`src/rtl/bf_sdf_i_if.sv`:
```
// Sample bus of one SDF butterfly stage: input sample side (iaddr/idata/ien)
// and registered output side (oaddr/odata/oen).
interface bf_sdf_i_if #(
  parameter int TOTAL_STAGE = 7,
  parameter int CPLX_WIDTH  = 32
);
  logic [TOTAL_STAGE-1:0] iaddr;
  logic [CPLX_WIDTH-1:0]  idata;
  logic                   ien;
  logic [TOTAL_STAGE-1:0] oaddr;
  logic [CPLX_WIDTH-1:0]  odata;
  logic                   oen;

  modport master (output iaddr, idata, ien, input oaddr, odata, oen);
  modport slave  (input iaddr, idata, ien, output oaddr, odata, oen);
endinterface

```
`src/rtl/bf_sdf_i.sv`:
```
// Radix-2 single-path delay-feedback butterfly for one FFT stage (delay D = 2^(FFT_STG-1)).
// Define BF_SCALE_EN for a floor halving of every sum/difference instead of wrap-around.
module bf_sdf_i #(
  parameter int FFT_STG     = 7,
  parameter int TOTAL_STAGE = 7,
  parameter int REAL_WIDTH  = 16,
  parameter int CPLX_WIDTH  = 2 * REAL_WIDTH
) (
  input  logic      iclk,
  input  logic      irst,
  bf_sdf_i_if.slave bus
);
  localparam int DEPTH = 1 << (FFT_STG - 1);
  localparam int PW    = (FFT_STG > 1) ? FFT_STG - 1 : 1;
  localparam logic [PW-1:0] PTR_LAST = PW'(DEPTH - 1);
`ifdef BF_SCALE_EN
  localparam int SHIFT = 1;
`else
  localparam int SHIFT = 0;
`endif

  logic [PW-1:0]          ptr;
  logic                   mem_valid [DEPTH];
  logic [TOTAL_STAGE-1:0] mem_addr  [DEPTH];
  logic [CPLX_WIDTH-1:0]  mem_data  [DEPTH];

  logic                    e_valid;
  logic [TOTAL_STAGE-1:0]  e_addr;
  logic [CPLX_WIDTH-1:0]   e_data;
  logic                    phase;
  logic signed [REAL_WIDTH:0] sum_re, sum_im, dif_re, dif_im;
  logic [CPLX_WIDTH-1:0]   out_data;
  logic [CPLX_WIDTH-1:0]   wr_data;
  logic                    wr_valid;

  // Extra-bit result brought back to REAL_WIDTH: floor halving or plain wrap.
  function automatic logic [REAL_WIDTH-1:0] reduce(input logic signed [REAL_WIDTH:0] v);
    return REAL_WIDTH'(v >>> SHIFT);
  endfunction

  always_comb begin
    e_valid  = mem_valid[ptr];
    e_addr   = mem_addr[ptr];
    e_data   = mem_data[ptr];
    phase    = bus.iaddr[FFT_STG-1];
    sum_re   = {e_data[CPLX_WIDTH-1], e_data[CPLX_WIDTH-1 -: REAL_WIDTH]}
             + {bus.idata[CPLX_WIDTH-1], bus.idata[CPLX_WIDTH-1 -: REAL_WIDTH]};
    sum_im   = {e_data[REAL_WIDTH-1], e_data[REAL_WIDTH-1:0]}
             + {bus.idata[REAL_WIDTH-1], bus.idata[REAL_WIDTH-1:0]};
    dif_re   = {e_data[CPLX_WIDTH-1], e_data[CPLX_WIDTH-1 -: REAL_WIDTH]}
             - {bus.idata[CPLX_WIDTH-1], bus.idata[CPLX_WIDTH-1 -: REAL_WIDTH]};
    dif_im   = {e_data[REAL_WIDTH-1], e_data[REAL_WIDTH-1:0]}
             - {bus.idata[REAL_WIDTH-1], bus.idata[REAL_WIDTH-1:0]};
    out_data = e_data;
    wr_data  = bus.idata;
    wr_valid = 1'b1;
    // Second half-block: emit the sum, park the difference for the next fill phase.
    if (phase) begin
      out_data = {reduce(sum_re), reduce(sum_im)};
      wr_data  = {reduce(dif_re), reduce(dif_im)};
      wr_valid = e_valid;
    end
  end

  always_ff @(posedge iclk or posedge irst) begin
    if (irst) begin
      ptr       <= '0;
      bus.oen   <= 1'b0;
      bus.oaddr <= '0;
      bus.odata <= '0;
      for (int i = 0; i < DEPTH; i++) mem_valid[i] <= 1'b0;
    end else if (bus.ien) begin
      mem_valid[ptr] <= wr_valid;
      ptr            <= (ptr == PTR_LAST) ? '0 : ptr + PW'(1);
      bus.oen        <= e_valid;
      bus.oaddr      <= e_addr;
      bus.odata      <= out_data;
    end else begin
      bus.oen <= 1'b0;
    end
  end

  // Address/data payload needs no reset; the valid bits gate it.
  always_ff @(posedge iclk) begin
    if (bus.ien) begin
      mem_addr[ptr] <= bus.iaddr;
      mem_data[ptr] <= wr_data;
    end
  end
endmodule

```
`src/flat_wrapper.sv`:
```
// flat-port wrapper written by rule: the top's interface ports become plain ports
module bf_sdf_i_flat 
#(
  parameter int FFT_STG     = 7,
  parameter int TOTAL_STAGE = 7,
  parameter int REAL_WIDTH  = 16,
  parameter int CPLX_WIDTH  = 2 * REAL_WIDTH
)
  (iclk, irst, bus_iaddr, bus_idata, bus_ien, bus_oaddr, bus_odata, bus_oen);
  bf_sdf_i_if #(.TOTAL_STAGE(TOTAL_STAGE), .CPLX_WIDTH(CPLX_WIDTH)) bus_i ();
  input  logic iclk;
  input  logic irst;
  input wire logic [$bits(bus_i.iaddr)-1:0] bus_iaddr;
  input wire logic [$bits(bus_i.idata)-1:0] bus_idata;
  input wire logic [$bits(bus_i.ien)-1:0] bus_ien;
  output wire logic [$bits(bus_i.oaddr)-1:0] bus_oaddr;
  output wire logic [$bits(bus_i.odata)-1:0] bus_odata;
  output wire logic [$bits(bus_i.oen)-1:0] bus_oen;
  assign bus_i.iaddr = bus_iaddr;
  assign bus_i.idata = bus_idata;
  assign bus_i.ien = bus_ien;
  assign bus_oaddr = bus_i.oaddr;
  assign bus_odata = bus_i.odata;
  assign bus_oen = bus_i.oen;
  bf_sdf_i #(.FFT_STG(FFT_STG), .TOTAL_STAGE(TOTAL_STAGE), .REAL_WIDTH(REAL_WIDTH), .CPLX_WIDTH(CPLX_WIDTH)) u_core (.iclk(iclk), .irst(irst), .bus(bus_i));
endmodule
```
`config.mk`:
```
export PLATFORM = sky130hd
export DESIGN_NAME = bf_sdf_i_flat
export DESIGN_NICKNAME = d
export VERILOG_FILES = /design/src/rtl/bf_sdf_i_if.sv /design/src/rtl/bf_sdf_i.sv /design/src/flat_wrapper.sv
export SDC_FILE = /design/constraint.sdc
export NUM_CORES = 2
export LEC_CHECK = 0
export ABC_AREA = 1
export BUFFER_PORTS_ARGS = -buffer_cell sky130_fd_sc_hd__buf_2
export CORE_MARGIN = 8
export CORE_UTILIZATION = 32
export CTS_BUF_LIST = sky130_fd_sc_hd__clkbuf_2 sky130_fd_sc_hd__clkbuf_4 sky130_fd_sc_hd__clkbuf_8
export DETAILED_ROUTE_END_ITERATION = 12
export MAX_ROUTING_LAYER = met4
export PLACE_DENSITY = 0.53
export SYNTH_ARGS = -nofsm -noshare
export SYNTH_HDL_FRONTEND = slang
export SYNTH_SLANG_ARGS = --single-unit
```
`constraint.sdc`:
```
create_clock -name iclk -period 17.1 [get_ports iclk]
set_input_delay 0 -clock iclk [delete_from_list [all_inputs] [get_ports iclk]]
set_output_delay 0 -clock iclk [all_outputs]
set_load 0.01 [all_outputs]
```
# ---- Yosys cells after proc, flatten, opt, wreduce, memory -nomap -nowiden
# Memories as Yosys holds them, arrays and structs flattened. A register that Yosys moved wholly into a read port is not among the register bits.
# Cells that the tools add are included.
dict set report totals {
  n_memories 2
  out_inout_bits 40
  reg_bits 103
  wordCells 92
  mem_bits_rw 2496
}
dict set report op_classes {
  mux 13
  add_sub_neg 5
  n_bitwise 1
  reduce_logical 1
  n_eq_ne 1
  order_cmp 2
}
# name words word_bits read_ports rd_clocked_by_memory_dff wr line_no
set mem_list {}
lappend mem_list {u_core.mem_data 64 32 1 0 1 bf_sdf_i.sv:25} ;# logic [CPLX_WIDTH-1:0] mem_data [DEPTH];
lappend mem_list {u_core.mem_addr 64 7 1 1 1 bf_sdf_i.sv:24} ;# logic [TOTAL_STAGE-1:0] mem_addr [DEPTH];
# operator n
set ops {}
lappend ops {{64-bit bitwise mux} 1}
lappend ops {{32-bit two-way mux} 2}
lappend ops {{16-bit adder} 2}
lappend ops {{16-bit subtractor} 2}
lappend ops {{7-bit greater-or-equal comparator, second input constant} 1}
lappend ops {{7-bit by 1-bit < comparator with 1-bit output, second input constant} 1}
lappend ops {{1-bit two-way mux} 7}
lappend ops {{6-bit inverter with 7-bit output} 1}
lappend ops {{6-bit by 1-bit adder with 6-bit output, second input constant} 1}
lappend ops {{1-bit binary-select mux with 6-bit select} 1}
lappend ops {{1-bit demux with 6-bit select} 1}
lappend ops {{6-bit == test, second input constant} 1}
lappend ops {{6-bit two-way mux} 1}
lappend ops {{1-bit logical AND} 1}

# ---- Depth between registers and ports, before layout
dict set report depth {
  word_depth 6
  depth_mapped 28
}

# ---- Worst setup path before layout
# OpenSTA, ideal clock, no wires.
dict set report synth_timing {
  kind {register to register}
  startpoint {register u_core.ptr[1]}
  endpoint {memory u_core.mem_data[0][8] (data pin)}
  required_ns 16.398
  arrival_time_ns 5.627
  period_less_slack_ns 6.329
  path_slack_ns 10.771
  stages_incl_launch_ff 23
  cell_sequence {dfrtp_1 buf_6 nor2_8 nand2_2 inv_2 buf_2 buf_2 nand2_1 nand4_1 o21ai_0 nand2_1 nor2_1 nand2_1 inv_1 ha_1 fa_1 o21ai_0 a21oi_1 o21ai_0 nand3_1 nand2_1 xor2_1 o21ai_0}
}
dict set report synth_between {
  elab_chain_len 3
}
# item line_no
set synth_rtl {}
lappend synth_rtl {{start, declared} bf_sdf_i.sv:22} ;# logic [PW-1:0] ptr;
lappend synth_rtl {{start signal, assigned} bf_sdf_i.sv:74} ;# ptr <= (ptr == PTR_LAST) ? '0 : ptr + PW'(1);
lappend synth_rtl {{memory 64 x 32 bit} --}
lappend synth_rtl {{16-bit subtractor} bf_sdf_i.sv:53} ;# - {bus.idata[REAL_WIDTH-1], bus.idata[REAL_WIDTH-1:0]};
lappend synth_rtl {{32-bit two-way mux} bf_sdf_i.sv:58} ;# if (phase) begin
lappend synth_rtl {{named net u_core.wr_data[8]} bf_sdf_i.sv:33} ;# logic [CPLX_WIDTH-1:0] wr_data;
lappend synth_rtl {{end, declared} bf_sdf_i.sv:25}
# The timed path passes the listed nets, and every way through them passes these cells.

# ---- Worst setup path after layout
dict set report layout_timing {
  startpoint {register u_core.ptr[1]}
  endpoint {register u_core.bus.odata[15]}
}
dict set report layout_between {
  elab_chain_len 3
}
# item line_no
set layout_rtl {}
lappend layout_rtl {{memory 64 x 32 bit (*)} --}
lappend layout_rtl {{16-bit adder} bf_sdf_i.sv:49} ;# + {bus.idata[REAL_WIDTH-1], bus.idata[REAL_WIDTH-1:0]};
lappend layout_rtl {{32-bit two-way mux (*)} bf_sdf_i.sv:58}
lappend layout_rtl {{end signal, assigned} bf_sdf_i.sv:77} ;# bus.odata <= out_data;
lappend layout_rtl {{end, declared} bf_sdf_i_if.sv:15} ;# modport slave (input iaddr, idata, ien, output oaddr, odata, oen);
# Mark *: on every way between the ends. The rest lies on a longest branch, timed or not.
# A chain may end at the register's enable or synchronous reset.

==> flow_summary.toml <==
[run_status]
status = "completed"

[final_layout]
layout_common_cells = "edfxtp_1, nand2_1, clkbuf_8, inv_1, a22oi_1"
drive_above_1_share_pct = 13.2
layout_commonest_cell = "edfxtp_1"
n_fill_cell = 30300
nNetsFinal = 8348
syn_to_final_growth_pct = 15.6

[global_route]
gr-total-overflow = 0
grt_pass1_wl_mm = 507
antenna_found_initial = 15
gr-usage-all-layers_pct = 21.5
grt_pass1_vias = 65200
grt_max_degree = 114

[routing]
vias = 68000
finalWirelength_mm = 367
drc_errors = 0
wire_per_inst_um = 28.8
dr.pass1.iters = 6
drt_iter0_markers = 7976
via_per_inst = 5.34
ant_nets = 0

[flow_run]
drv_cap = 0

[setup_path]
crit_type = "flop to flop"
crit_path_start_kind = "flop"
required_ns = 18.15
cp_top_family = "buffers and inverters"
r2r-end = "u_core.bus.odata[15]"
cp.buffers_inverters = 11
cp-end-kind = "flop"
critPathArrivalTime_ns = 10.32
reg2reg_slack_ns = 7.83
slowest_delay_ns = 0.86
worstPathMaxFanout = 96
timing.critical_path.to = "u_core.bus.odata[15]"
slowest_stage = "buf_4"
cp_num_cells = 31
cp-startpoint = "u_core.ptr[1]"
r2r_cells = 31
crit_top_cell = "nand2_1"
reg2reg_from = "u_core.ptr[1]"

[timing]
setup_slack_ns = 7.83
tightest_slew_ns = 1.36
clock.fmax_mhz = 108
finalCritPeriodShare_pct = 54.2
slew-limit-headroom_pct = 8.86
rsz0062_at_grt = "no"
min_period_ns = 9.27
skew_ns = 0.132
finalHoldViolCount = 0
setup_viol = 0
finalSetupTns_ns = 0
drv_slew = 0

[floorplanning]
initial_core_util_pct = 32.1
die_area_sq_mm = 0.338
die_h_um = 581
die-width_um = 581
rows = 207
ios = 82
core_sq_mm = 0.318

[yosys]
yosys.area_share.adder_pct = 0.960
synth_top_family_by_area = "simple AND/OR/NAND/NOR gates"
synth_compound_area_share_pct = 5.81
synth_top_area_share_pct = 73.3
async_flop_share_pct = 4.22
synthCells = 7766
synth_seq_cells = 2606
synth_cell_types = 50
synth_xor_area_share_pct = 0.197
synth_fp_nets = 7884
yosysSeqAreaShare_pct = 76.0
synthMuxAreaShare_pct = 0
yosysTopAreaCell = "edfxtp_1"
syn_area_sq_mm = 0.102
synthFlopType = "edfxtp_1"
synth_edf_count = 2496
yosys-top-cells-area = "edfxtp_1, nand2_1, dfrtp_1"
yosysWarnings = 0
syn_avg_cell_area_sq_um = 13.2
synth_simple_gate_area_share_pct = 13.8

[power_and_ir_drop]
p_clk_share_pct = 23.8
power_frac_comb_pct = 36.2
p_sw_share_pct = 38.6
power_density_mw_per_mm2 = 197
power_w = 0.0232
peakVddDrop_uv = 170
internal_power_w = 0.0142
p_seq_share_pct = 40.0
power_leakage_nw = 41.5
power.switching_w = 0.00897

[placement]
place_hpwl_mm = 195
dp_worst_setup_slack_ns = 9.06
gp_congestion = 0.874
portBuffers = 81

[clocking]
root_buffer = "clkbuf_8"
ctsHoldBuffers = 87
clock_latency_ns = 1.16
clock_sinks = 2606
cts_max_level = 5
cts_buffers = 437
clk_path_buf_depth = 4
clk_pin_slew_ns = 0.06
cts_tree = "done"
cts_setup_buffers = 0
cts_resized = 0

[worst_hold_path]
hp-class = "primary input to flop"
==> kinds of logic (layout without fill, tap and decap cells) <==
logic type,after synthesis,after routing
AO/OA/AOI/OAI,942,942
XOR/XNOR,23,23
adder cells (fa/ha/maj),76,76
buffers and inverters,747,1542
flip-flops,2606,2606
other,0,8
AND/OR/NAND/NOR,3372,3372
==> registers in the layout (all words and copies together) (netlist names) <==
name / cells
u_core.mem_data: 2048
u_core.mem_addr: 448
u_core.mem_valid: 64
u_core.bus.odata: 32
u_core.bus.oaddr: 7
u_core.ptr: 6
u_core.bus.oen: 1
==> cell usage after synthesis (all sizes together), types with 8 or more instances <==
cell	instances
a211oi	11
a21oi	124
a22o	48
a22oi	326
buf	287
clkbuf	71
dfrtp	110
edfxtp	2496
ha	72
inv	383
nand2	2415
nand3	286
nand3b	24
nand4	319
nor2	294
nor3	14
o2111ai	24
o21ai	354
o21bai	8
o22ai	25
or2	18
xor2	18
==> layout make-up <==
class | instances | area [sq um] | share of cell area [%]
well taps | 4180 | 5230 | 4.43
diodes | 8 | 20.0 | 0.0169
flip-flops and latches | 2606 | 77700 | 65.8
clock buffers | 628 | 7670 | 6.49
repair buffers | 383 | 2990 | 2.53
inverters | 389 | 1480 | 1.25
multi-input cells | 4413 | 22100 | 18.7
clock inverters | 142 | 936 | 0.792
==> how the worst min path moves through the flow <==
| stage | start | endpoint | cells past startpoint |
|---|---|---|---|
| 2_1_floorplan | bus_iaddr[0] | u_core.mem_addr[0][0] | 0 |
| 3_3_place_gp | irst | u_core.bus.oaddr[6] | 2 |
| 3_5_place_dp | irst | u_core.bus.oaddr[3] | 2 |
| 4_1_cts | irst | u_core.bus.odata[27] | 4 |
| 5_1_grt | bus_idata[8] | u_core.mem_data[8][8] | 4 |
| 6_report | bus_idata[8] | u_core.mem_data[13][8] | 4 |
==> through the flow <==
step / cells / util, % / hold slack, ns / area, sq um
after global routing: 12700 / 37.2 / 0.0786 / 118000
final: 12700 / 37.2 / 0.0804 / 118000
after floorplan: 7766 / - / 0.0989 / 102000
after global placement: 11900 / 34.2 / 0.141 / 109000
after detailed placement: 11900 / 34.2 / 0.155 / 109000
after CTS: 12700 / 37.1 / 0.0150 / 118000
==> power groups by stage <==
stage	sequential [W]	clock (W)	combinational, W
after floorplan	0.00962	0	0.00464
after global placement	0.00940	0	0.00797
after detailed placement	0.00942	0	0.00806
after CTS	0.00929	0.00559	0.00829
after global routing	0.00932	0.00585	0.00905
final	0.00929	0.00553	0.00841
==> routing by layer <==
metal	vias up	part of all wire [%]	GRT usage [%]
li1	28900	-	-
met1	34700	40	27.6
met2	3720	47	34.3
met3	742	8.9	3.76
met4	0	4.2	8.11
met5	-	0	-
==> worst min-delay path, delay by kind of cell <==
kind                   cells  cell delay (ns)
AOI/OAI and AO/OA          1             0.19
buffers and inverters      2             0.73
and+or+nand+nor            1             0.11
Power figures use the tool's default switching activity.
